==> config.mk <==
export PLATFORM = sky130hd
export DESIGN_NAME = iob_timer_sampler
export DESIGN_NICKNAME = d
export VERILOG_FILES = /design/src/rtl/iob_timer_sampler_pkg.sv /design/src/rtl/iob_timer_sampler_tick.sv /design/src/rtl/iob_timer_sampler.sv
export SDC_FILE = /design/constraint.sdc
export NUM_CORES = 1
export LEC_CHECK = 0
export CAP_MARGIN = 20
export CORE_ASPECT_RATIO = 2
export CORE_UTILIZATION = 46
export DETAILED_ROUTE_END_ITERATION = 12
export PLACE_DENSITY = 0.77
export SETUP_SLACK_MARGIN = 0.1
export SYNTH_ARGS = -nofsm -noshare
export SYNTH_HDL_FRONTEND = slang
export SYNTH_SLANG_ARGS = --single-unit
export TNS_END_PERCENT = 50
==> constraint.sdc <==
create_clock -name clk -period 4.67 [get_ports clk]
set_input_delay 0.934 -clock clk [delete_from_list [all_inputs] [get_ports clk]]
set_output_delay 0.934 -clock clk [all_outputs]
set_load 0.01 [all_outputs]
==> src/rtl/iob_timer_sampler_pkg.sv <==
// Shared definitions for iob_timer_sampler: FSM state encoding, default
// timer register map and the value written to the timer's command registers.
package iob_timer_sampler_pkg;

    localparam int STATE_W = 4;

    typedef enum logic [STATE_W-1:0] {
        IDLE     = 4'd0,
        RST_W    = 4'd1,
        RST_GAP  = 4'd2,
        STOP_W   = 4'd3,
        STOP_GAP = 4'd4,
        RD_HI    = 4'd5,
        HI_GAP   = 4'd6,
        RD_LO    = 4'd7,
        DONE     = 4'd8
    } state_t;

    // Timer slave register map
    localparam int DEF_RESET_ADDR = 0;
    localparam int DEF_STOP_ADDR  = 1;
    localparam int DEF_HIGH_ADDR  = 2;
    localparam int DEF_LOW_ADDR   = 3;

    // Command registers are triggered by writing a single 1
    localparam int WR_DATA = 1;

endpackage

==> src/rtl/iob_timer_sampler_tick.sv <==
// Free-running period counter for iob_timer_sampler; raises a one-cycle tick
// every `period` cycles. Only instantiated with IOB_TIMER_SAMPLER_PERIODIC_EN.
module iob_timer_sampler_tick (
    input  logic        clk,
    input  logic        rst,
    input  logic [31:0] period,
    output logic        tick
);

    logic [31:0] cnt_q;

    // Using >= lets a shortened period take effect at once instead of waiting for a counter wrap
    assign tick = (period != 32'd0) && (cnt_q >= period - 32'd1);

    always_ff @(posedge clk or posedge rst) begin
        if (rst) begin
            cnt_q <= 32'd0;
        end else if ((period == 32'd0) || tick) begin
            cnt_q <= 32'd0;
        end else begin
            cnt_q <= cnt_q + 32'd1;
        end
    end

endmodule

==> src/rtl/iob_timer_sampler.sv <==
// iob_timer_sampler: native-bus initiator that soft-resets or snapshots a timer
// and reads back its 64-bit count. Define IOB_TIMER_SAMPLER_PERIODIC_EN for auto-sampling.
module iob_timer_sampler
    import iob_timer_sampler_pkg::*;
#(
    parameter int ADDR_W     = 2,
    parameter int DATA_W     = 32,
    parameter int RESET_ADDR = DEF_RESET_ADDR,
    parameter int STOP_ADDR  = DEF_STOP_ADDR,
    parameter int HIGH_ADDR  = DEF_HIGH_ADDR,
    parameter int LOW_ADDR   = DEF_LOW_ADDR
) (
    input  logic                  clk,
    input  logic                  rst,
`ifdef IOB_TIMER_SAMPLER_PERIODIC_EN
    input  logic [31:0]           period,
`endif
    input  logic                  sample_req,
    input  logic                  reset_req,
    output logic                  busy,
    output logic [2*DATA_W-1:0]   sample,
    output logic                  sample_valid,
    output logic                  valid,
    output logic [ADDR_W-1:0]     address,
    output logic [DATA_W-1:0]     wdata,
    output logic [DATA_W/8-1:0]   wstrb,
    input  logic [DATA_W-1:0]     rdata,
    input  logic                  ready
);

    state_t              state_q, state_d;
    logic                pend_rst_q, pend_smp_q;
    logic [DATA_W-1:0]   hi_q;
    logic                auto_req;
    logic                rst_any, smp_any, take_rst, take_smp;
    logic                bus_valid_d, bus_write_d;
    logic [ADDR_W-1:0]   bus_addr_d;

`ifdef IOB_TIMER_SAMPLER_PERIODIC_EN
    iob_timer_sampler_tick u_tick (
        .clk    (clk),
        .rst    (rst),
        .period (period),
        .tick   (auto_req)
    );
`else
    assign auto_req = 1'b0;
`endif

    // Live requests and parked requests are treated alike; a flag clears only when its sequence starts
    assign rst_any  = reset_req | pend_rst_q;
    assign smp_any  = sample_req | auto_req | pend_smp_q;
    assign take_rst = (state_q == IDLE) && rst_any;
    assign take_smp = (state_q == IDLE) && !rst_any && smp_any;
    assign busy     = (state_q != IDLE) | pend_rst_q | pend_smp_q;

    always_comb begin
        // NOTE: default every always_comb output first so no path infers a latch.
        state_d = state_q;
        unique case (state_q)
            IDLE:     if (rst_any) state_d = RST_W;
                      else if (smp_any) state_d = STOP_W;
            RST_W:    if (ready) state_d = RST_GAP;
            RST_GAP:  state_d = IDLE;
            STOP_W:   if (ready) state_d = STOP_GAP;
            STOP_GAP: state_d = RD_HI;
            RD_HI:    if (ready) state_d = HI_GAP;
            HI_GAP:   state_d = RD_LO;
            RD_LO:    if (ready) state_d = DONE;
            DONE:     state_d = IDLE;
            default:  state_d = IDLE;
        endcase
    end

    // Bus fields are decoded from the next state so they can be registered glitch-free
    always_comb begin
        bus_valid_d = 1'b0;
        bus_write_d = 1'b0;
        bus_addr_d  = '0;
        case (state_d)
            RST_W: begin
                bus_valid_d = 1'b1;
                bus_write_d = 1'b1;
                bus_addr_d  = ADDR_W'(RESET_ADDR);
            end
            STOP_W: begin
                bus_valid_d = 1'b1;
                bus_write_d = 1'b1;
                bus_addr_d  = ADDR_W'(STOP_ADDR);
            end
            RD_HI: begin
                bus_valid_d = 1'b1;
                bus_addr_d  = ADDR_W'(HIGH_ADDR);
            end
            RD_LO: begin
                bus_valid_d = 1'b1;
                bus_addr_d  = ADDR_W'(LOW_ADDR);
            end
            default: ;
        endcase
    end

    // NOTE: state is updated with non-blocking assignments so every register samples pre-edge values.
    always_ff @(posedge clk or posedge rst) begin
        if (rst) begin
            // NOTE: datapath registers are reset too, so sample reads 0 until the first readout.
            state_q      <= IDLE;
            pend_rst_q   <= 1'b0;
            pend_smp_q   <= 1'b0;
            valid        <= 1'b0;
            address      <= '0;
            wdata        <= '0;
            wstrb        <= '0;
            hi_q         <= '0;
            sample       <= '0;
            sample_valid <= 1'b0;
        end else begin
            state_q      <= state_d;
            pend_rst_q   <= rst_any & ~take_rst;
            pend_smp_q   <= smp_any & ~take_smp;
            valid        <= bus_valid_d;
            address      <= bus_addr_d;
            wdata        <= bus_write_d ? DATA_W'(WR_DATA) : '0;
            wstrb        <= bus_write_d ? '1 : '0;
            sample_valid <= (state_q == RD_LO) && ready;
            if ((state_q == RD_HI) && ready) begin
                hi_q <= rdata;
            end
            if ((state_q == RD_LO) && ready) begin
                sample <= {hi_q, rdata};
            end
        end
    end

endmodule

==> results of run 1 <==
## worst max-delay path by stage
stage,start,end,slack (ns),cells after the start
2_1_floorplan,rst,address[0]$_DFF_PP0_,0.92,1
5_1_grt,state_q[0]$_DFF_PP0_,busy,1.49,4
6_report,state_q[0]$_DFF_PP0_,busy,1.61,4
3_5_place_dp,ready,hi_q[12]$_DFFE_PP0P_,1.41,5
3_3_place_gp,ready,hi_q[12]$_DFFE_PP0P_,1.46,5
4_1_cts,state_q[0]$_DFF_PP0_,busy,1.61,4
## per-layer routing
layer	global-route usage	routed length, µm	vias up
met4	0.0947	282	0
met3	0.0422	420	17
li1	-	-	1115
met5	0	0	-
met1	0.182	2810	1238
met2	0.306	4480	91
## registers in the layout (all words and copies together) (netlist names)
signal and flops:
hi_q 32, valid 1, pend_rst_q 1, sample_valid 1
sample 64, state_q 4, wstrb 1, address 2
pend_smp_q 1
## report_power, final
part / internal, mW / total [mW] / switching [mW] / leakage (nW)
Combinational: 0.946 / 1.50 / 0.550 / 1.04
Sequential: 1.38 / 1.62 / 0.239 / 1.29
Clock: 0.484 / 0.803 / 0.320 / 0.155
## synthesized netlist by cell type, drive strengths merged
cell type / count
nor3b: 1
o311ai: 1
and2: 1
nand4: 1
xor2: 1
nand3: 1
nor2: 7
conb: 1
or3: 1
o21ai: 1
clkbuf: 2
nand2b: 1
a211oi: 1
a21oi: 2
or4b: 1
a211o: 1
dfrtp: 107
xnor2: 1
nor4: 2
inv: 4
mux2: 96
nand2: 2
nor2b: 1
buf: 45
o21a: 1
## logic make-up after synthesis
kind of cell,Yosys count
AOI/OAI and AO/OA,7
muxes,96
other,1
DFF,107
and+or+nand+nor,19
buffers and inverters,51
xor gates and xnor gates,2
## area by class of cell
class                           instances  area [µm²]
Inverter                                4        17.5
Tap cell                              102         128
Clock inverter                          6        88.8
Clock buffer                           10         239
Multi-Input combinational cell        155        1380
Timing Repair Buffer                  113        1120
Fill cell                             696        3360
Sequential cell                       107        2680
## metrics by stage
| stage | cells | utilization |
|---|---|---|
| after floorplan | 313 | - |
| after global placement | 481 | 0.591 |
| after detailed placement | 481 | 0.591 |
| after CTS | 497 | 0.627 |
| after global routing | 497 | 0.627 |
| final | 497 | 0.627 |
==> metrics.txt, run 1 <==
drt via density=4.95; sequential share of the synthesized area=0.622; RSZ-0062 raised after global routing=no; Rows=approximately 50; largest family of logic cells by synthesized area=multiplexers; CP delay by family, top=simple AND/OR/NAND/NOR gates; initial antenna violation count=0; total CTS buffers=9; clock sinks=between 100 and 150; crit start category=flop; #FFs+latches synth=between 100 and 150; Max IR drop VDD=about 330 µV; period utilisation layout=0.656; Final ANT Viol Nets=0; largest net degree at the start of global routing=a little under 80; via count=around 2500; CP endpoint kind=output pin; overall power consumption=between 3 and 4 mW; pwr dens=around 700 mW/mm²; WP buf/inv=2; Root Driver=clkbuf_16; Post-Synthesis Cell Area=between 0.004 and 0.005 mm²; hold path depth=1; Buffers on Ports=110; initial DRC count=91; max-slew violations=0; critical path type=reg2out; TritonRoute pass-1 iters=4; die height=between 100 and 150 µm; ranking of synthesized cells by area=dfrtp_1 (62%), mux2_2 (23%), buf_4 (6.6%), mux2_1 (1.8%), buf_6 (1.0%); CTS resizes=0; post-synth top area share=0.622; CTS tree=done; io pins=roughly 140; post-synth top area cell=dfrtp_1; complex-gate fraction of the synthesized area=0.0110; worst setup margin=about 1.6 ns; Ys Warns=0; Synth Area per Inst=around 15 µm²; Setup TNS=0 ns; # hold bufs at CTS=0; minimum clock period=3.06 ns; Finished Cell Area=0.00565 mm²; Final Hold Vio Count=0; max-cap viol count=0; DP Wirelength=between 5 and 6 mm; dpl ws=about 1.4 ns; clk_lat worst skew=0.34 ns; Adder-Cell Fraction of Synth Area=0; first-pass GRT wire length=roughly 13 mm; final hold slack=slightly below 0.5 ns; reg-to-reg critical path startpoint=state_q[2]$_DFF_PP0_; Die W=70.4 µm; status=complete, no violations; Synth Area in XOR/XNOR=0.00407; biggest cell delay along the critical path=between 0.4 and 0.5 ns; GRT overflow=0; gpl congestion=around 0.8; DIE AREA=just under 0.01 mm²; Placed Area=roughly 0.0053 mm²; wire length per cell=16.1 µm; type of the most critical hold path=reg2reg; fmax=327 MHz; Critical Path RT=roughly 3.7 ns; H-tree levels=3; post-synthesis mux area share=0.251; nets@finish=427; Hold Crit Start=sample[0]$_DFFE_PP0P_; r2r endpoint=hi_q[28]$_DFFE_PP0P_; Synth Area in Simple Gates=0.0258; ant diodes=0; slowest stage cell, crit path=clkdlybuf4s50_1; clk slew on worst S/H paths=roughly 0.060 ns; Synth Instances=about 280; Tot GR Track Use=0.173; Synth cell types=30; Worst slew margin=0.376; Worst-Margin Slew=0.936 ns; Post-CTS Setup Bufs=0; Cell Chain, Critical Path=nor4_2 > inv_1 > or3_1 > clkdlybuf4s50_1; reg2reg setup slack=2.39 ns; ratio of cells with drive above 1 in the final layout=0.284; # setup viols final=0; drt total wl=7.99 mm; Reg2Reg Depth=4; Hold Path End=sample[0]$_DFFE_PP0P_; area grow syn2layout=31.3%; core area=0.00901 mm²; vias in the first global route=between 2000 and 3000; leakage=roughly 2.5 nW; starting density of the core=0.478; clock skew=0.00548 ns; # DRC=0; commonest non-fill, non-tap cell in the layout=clkdlybuf4s50_1; arrival time worst endpoint=roughly 2.1 ns; Clock Path Buffers=2; most frequent cells in the layout=clkdlybuf4s50_1 (110), dfrtp_1 (107), mux2_2 (89); CP Max Fanout=8
Power figures use the tool's default switching activity.
==> run 2: changes to the inputs <==
clock period = 2.82 ns   (was 4.67 ns; I/O delays follow)
==> run 2 against run 1 <==
Net effect:
- sequential share of layout area shrank 0.16 points
- non-clock buffer count is 2 higher
- hold slack worse by 0.0041 ns
- register-to-register slack worse by 1.3 ns
- count of clock-buffer cells in the layout rose by 3
- first-iteration DRC count increased by 26%
- via count up 0.16%
- worst setup slack got worse by 1.4 ns
- combinational power up 67%
- final area rose by 0.38%
- largest power group unchanged
==> metrics.txt, run 2 (synthesized netlist as in run 1, its figures left out) <==
power share of the sequential group=0.415 (+0.002); nets@finish=429 (+0.47%); Psw=1.84 mW (+66%); Max IR drop VDD=652 µV (+99%); CP endpoint kind=output pin; largest net degree at the start of global routing=92 (+18%); most frequent cells in the layout=clkdlybuf4s50_1 (110), dfrtp_1 (106), mux2_2 (89); Worst slew margin=0.659 (+0.284); gpl congestion=0.764 (-4.5%); initial antenna violation count=0 (unchanged); io pins=142 (unchanged); Root Driver=clkbuf_16; via count=2465 (+0.16%); Clock Path Buffers=2 (unchanged); arrival time worst endpoint=2.01 ns (-0.12 ns); die height=139 µm (unchanged); critical path type=reg2out; initial DRC count=115 (+26%); ratio of cells with drive above 1 in the final layout=0.280 (-0.00324); Final Hold Vio Count=0 (unchanged); Core Util, Final=0.630 (+0.00236); fill cell count=688 (-1.1%); Largest register FFs=64 (unchanged); minimum clock period=approximately 2.6 ns; area grow syn2layout=31.7%; wire length per cell=16.4 µm (+2.0%); total CTS buffers=9 (unchanged); worst setup margin=0.247 ns (-1.36 ns); final hold slack=0.487 ns (-0.00408 ns); drt total wl=8.16 mm (+2.2%); Clock Power Share=0.200 (-0.005); Setup TNS=0 ns (unchanged); # setup viols final=0 (unchanged); clock sinks=107 (unchanged); crit start category=flop; TritonRoute pass-1 iters=4 (unchanged); Die W=70.4 µm (unchanged); type of the most critical hold path=reg2reg; GRT overflow=0 (unchanged); clk slew on worst S/H paths=0.06 ns (about the same); Largest regs=sample: 64 flops, hi_q: 32 flops, state_q: 4 flops; # DRC=0 (unchanged); H-tree levels=3 (unchanged); period utilisation layout=0.912; core area=0.00901 mm² (unchanged); vias in the first global route=2578 (+0.35%); Worst-Margin Slew=0.505 ns (-0.432 ns); Switching Share=0.283 (about the same); dpl ws=0.519 ns (-0.891 ns); CTS tree=done; commonest non-fill, non-tap cell in the layout=clkdlybuf4s50_1; max-cap viol count=0 (unchanged); DIE AREA=0.00978 mm² (unchanged); fmax=between 300 and 400 MHz; Tot GR Track Use=0.174 (+0.00168); starting density of the core=0.478 (unchanged); Rows=49 (unchanged); CP Max Fanout=8 (unchanged); max-slew violations=0 (unchanged); Buffers on Ports=110 (unchanged); Final ANT Viol Nets=0 (unchanged); clk_lat worst skew=0.33 ns (about the same); drt via density=4.95 (about the same); Cell Int Power=4.66 mW (+66%); Top reg by flops=sample; leakage=2.50 nW (+0.21%); Gate power share=0.385 (+0.003); Critical Path RT=2.26 ns (-1.48 ns); DP Wirelength=5.86 mm (+3.6%); clock skew=0.00493 ns (-0.000542 ns); RSZ-0062 raised after global routing=no; status=complete, no violations; ant diodes=0 (unchanged); pwr dens=1150 mW/mm² (+65%); Post-CTS Setup Bufs=0 (unchanged); first-pass GRT wire length=12.9 mm (+0.16%)
## run 2: per-layer routing
metal,routed length [µm],global-route usage
met1,2830,0.180
met2,4800,0.321
met3,350,0.0429
met4,184,0.0789
met5,0,0
## run 2: power groups by stage
stage	logic (mW)	registers [mW]	clock network, mW
4_1_cts	2.55	2.70	1.34
2_1_floorplan	1.11	2.85	0
5_1_grt	2.67	2.79	1.40
3_3_place_gp	2.46	2.67	0
6_report	2.50	2.70	1.30
3_5_place_dp	2.53	2.72	0
## run 2: repair_timing
| item | 4_1_cts | 5_1_grt |
|---|---|---|
| endpoints found under the setup margin | 0 | 1 |
| hold buffers | 0 | 0 |
| resized for setup | 0 | 2 |
## run 2: layout make-up
| cell class | instances | area, µm² | area share |
|---|---|---|---|
| sequential | 107 | 2680 | 0.472 |
| multi-input combinational | 155 | 1390 | 0.245 |
| timing repair buffer | 115 | 1150 | 0.203 |
| clock buffer | 13 | 250 | 0.0441 |
| tap | 102 | 128 | 0.0225 |
| clock inverter | 2 | 60.1 | 0.0106 |
| inverter | 4 | 18.8 | 0.00331 |
## run 2: final timing paths
check | startpoint | end | slack, ns | cells after the start
hold reg to reg | hi_q[6]$_DFFE_PP0P_ | hi_q[6]$_DFFE_PP0P_ | 0.49 | 1
hold / removal | hi_q[6]$_DFFE_PP0P_ | hi_q[6]$_DFFE_PP0P_ | 0.49 | 1
setup / recovery | state_q[0]$_DFF_PP0_ | busy | 0.25 | 4
max in group asynchronous | rst | state_q[0]$_DFF_PP0_ | 1.45 | 3
setup reg to reg | state_q[2]$_DFF_PP0_ | sample[11]$_DFFE_PP0P_ | 1.07 | 4
min in group asynchronous | rst | sample[18]$_DFFE_PP0P_ | 0.58 | 2
## run 2: critical path: stages (launching register included)
cell and delay [ns]:
dfrtp_2 0.46, nor4_4 0.35, inv_1 0.09, or3_1 0.30, clkdlybuf4s50_1 0.48
## run 2: per-stage QoR
stage	instance area, µm²	cells	total power [mW]
floorplan	4420	313	3.97
global placement	5360	483	5.13
detailed placement	5360	483	5.25
CTS	5670	498	6.58
global route	5680	498	6.85
finish	5680	498	6.51
==> run 3: changes to the inputs <==
SKIP_CTS_REPAIR_TIMING = 1   (was not set)
==> results of run 3 <==
Final layout, timing and power as in run 2 (identical DEF).
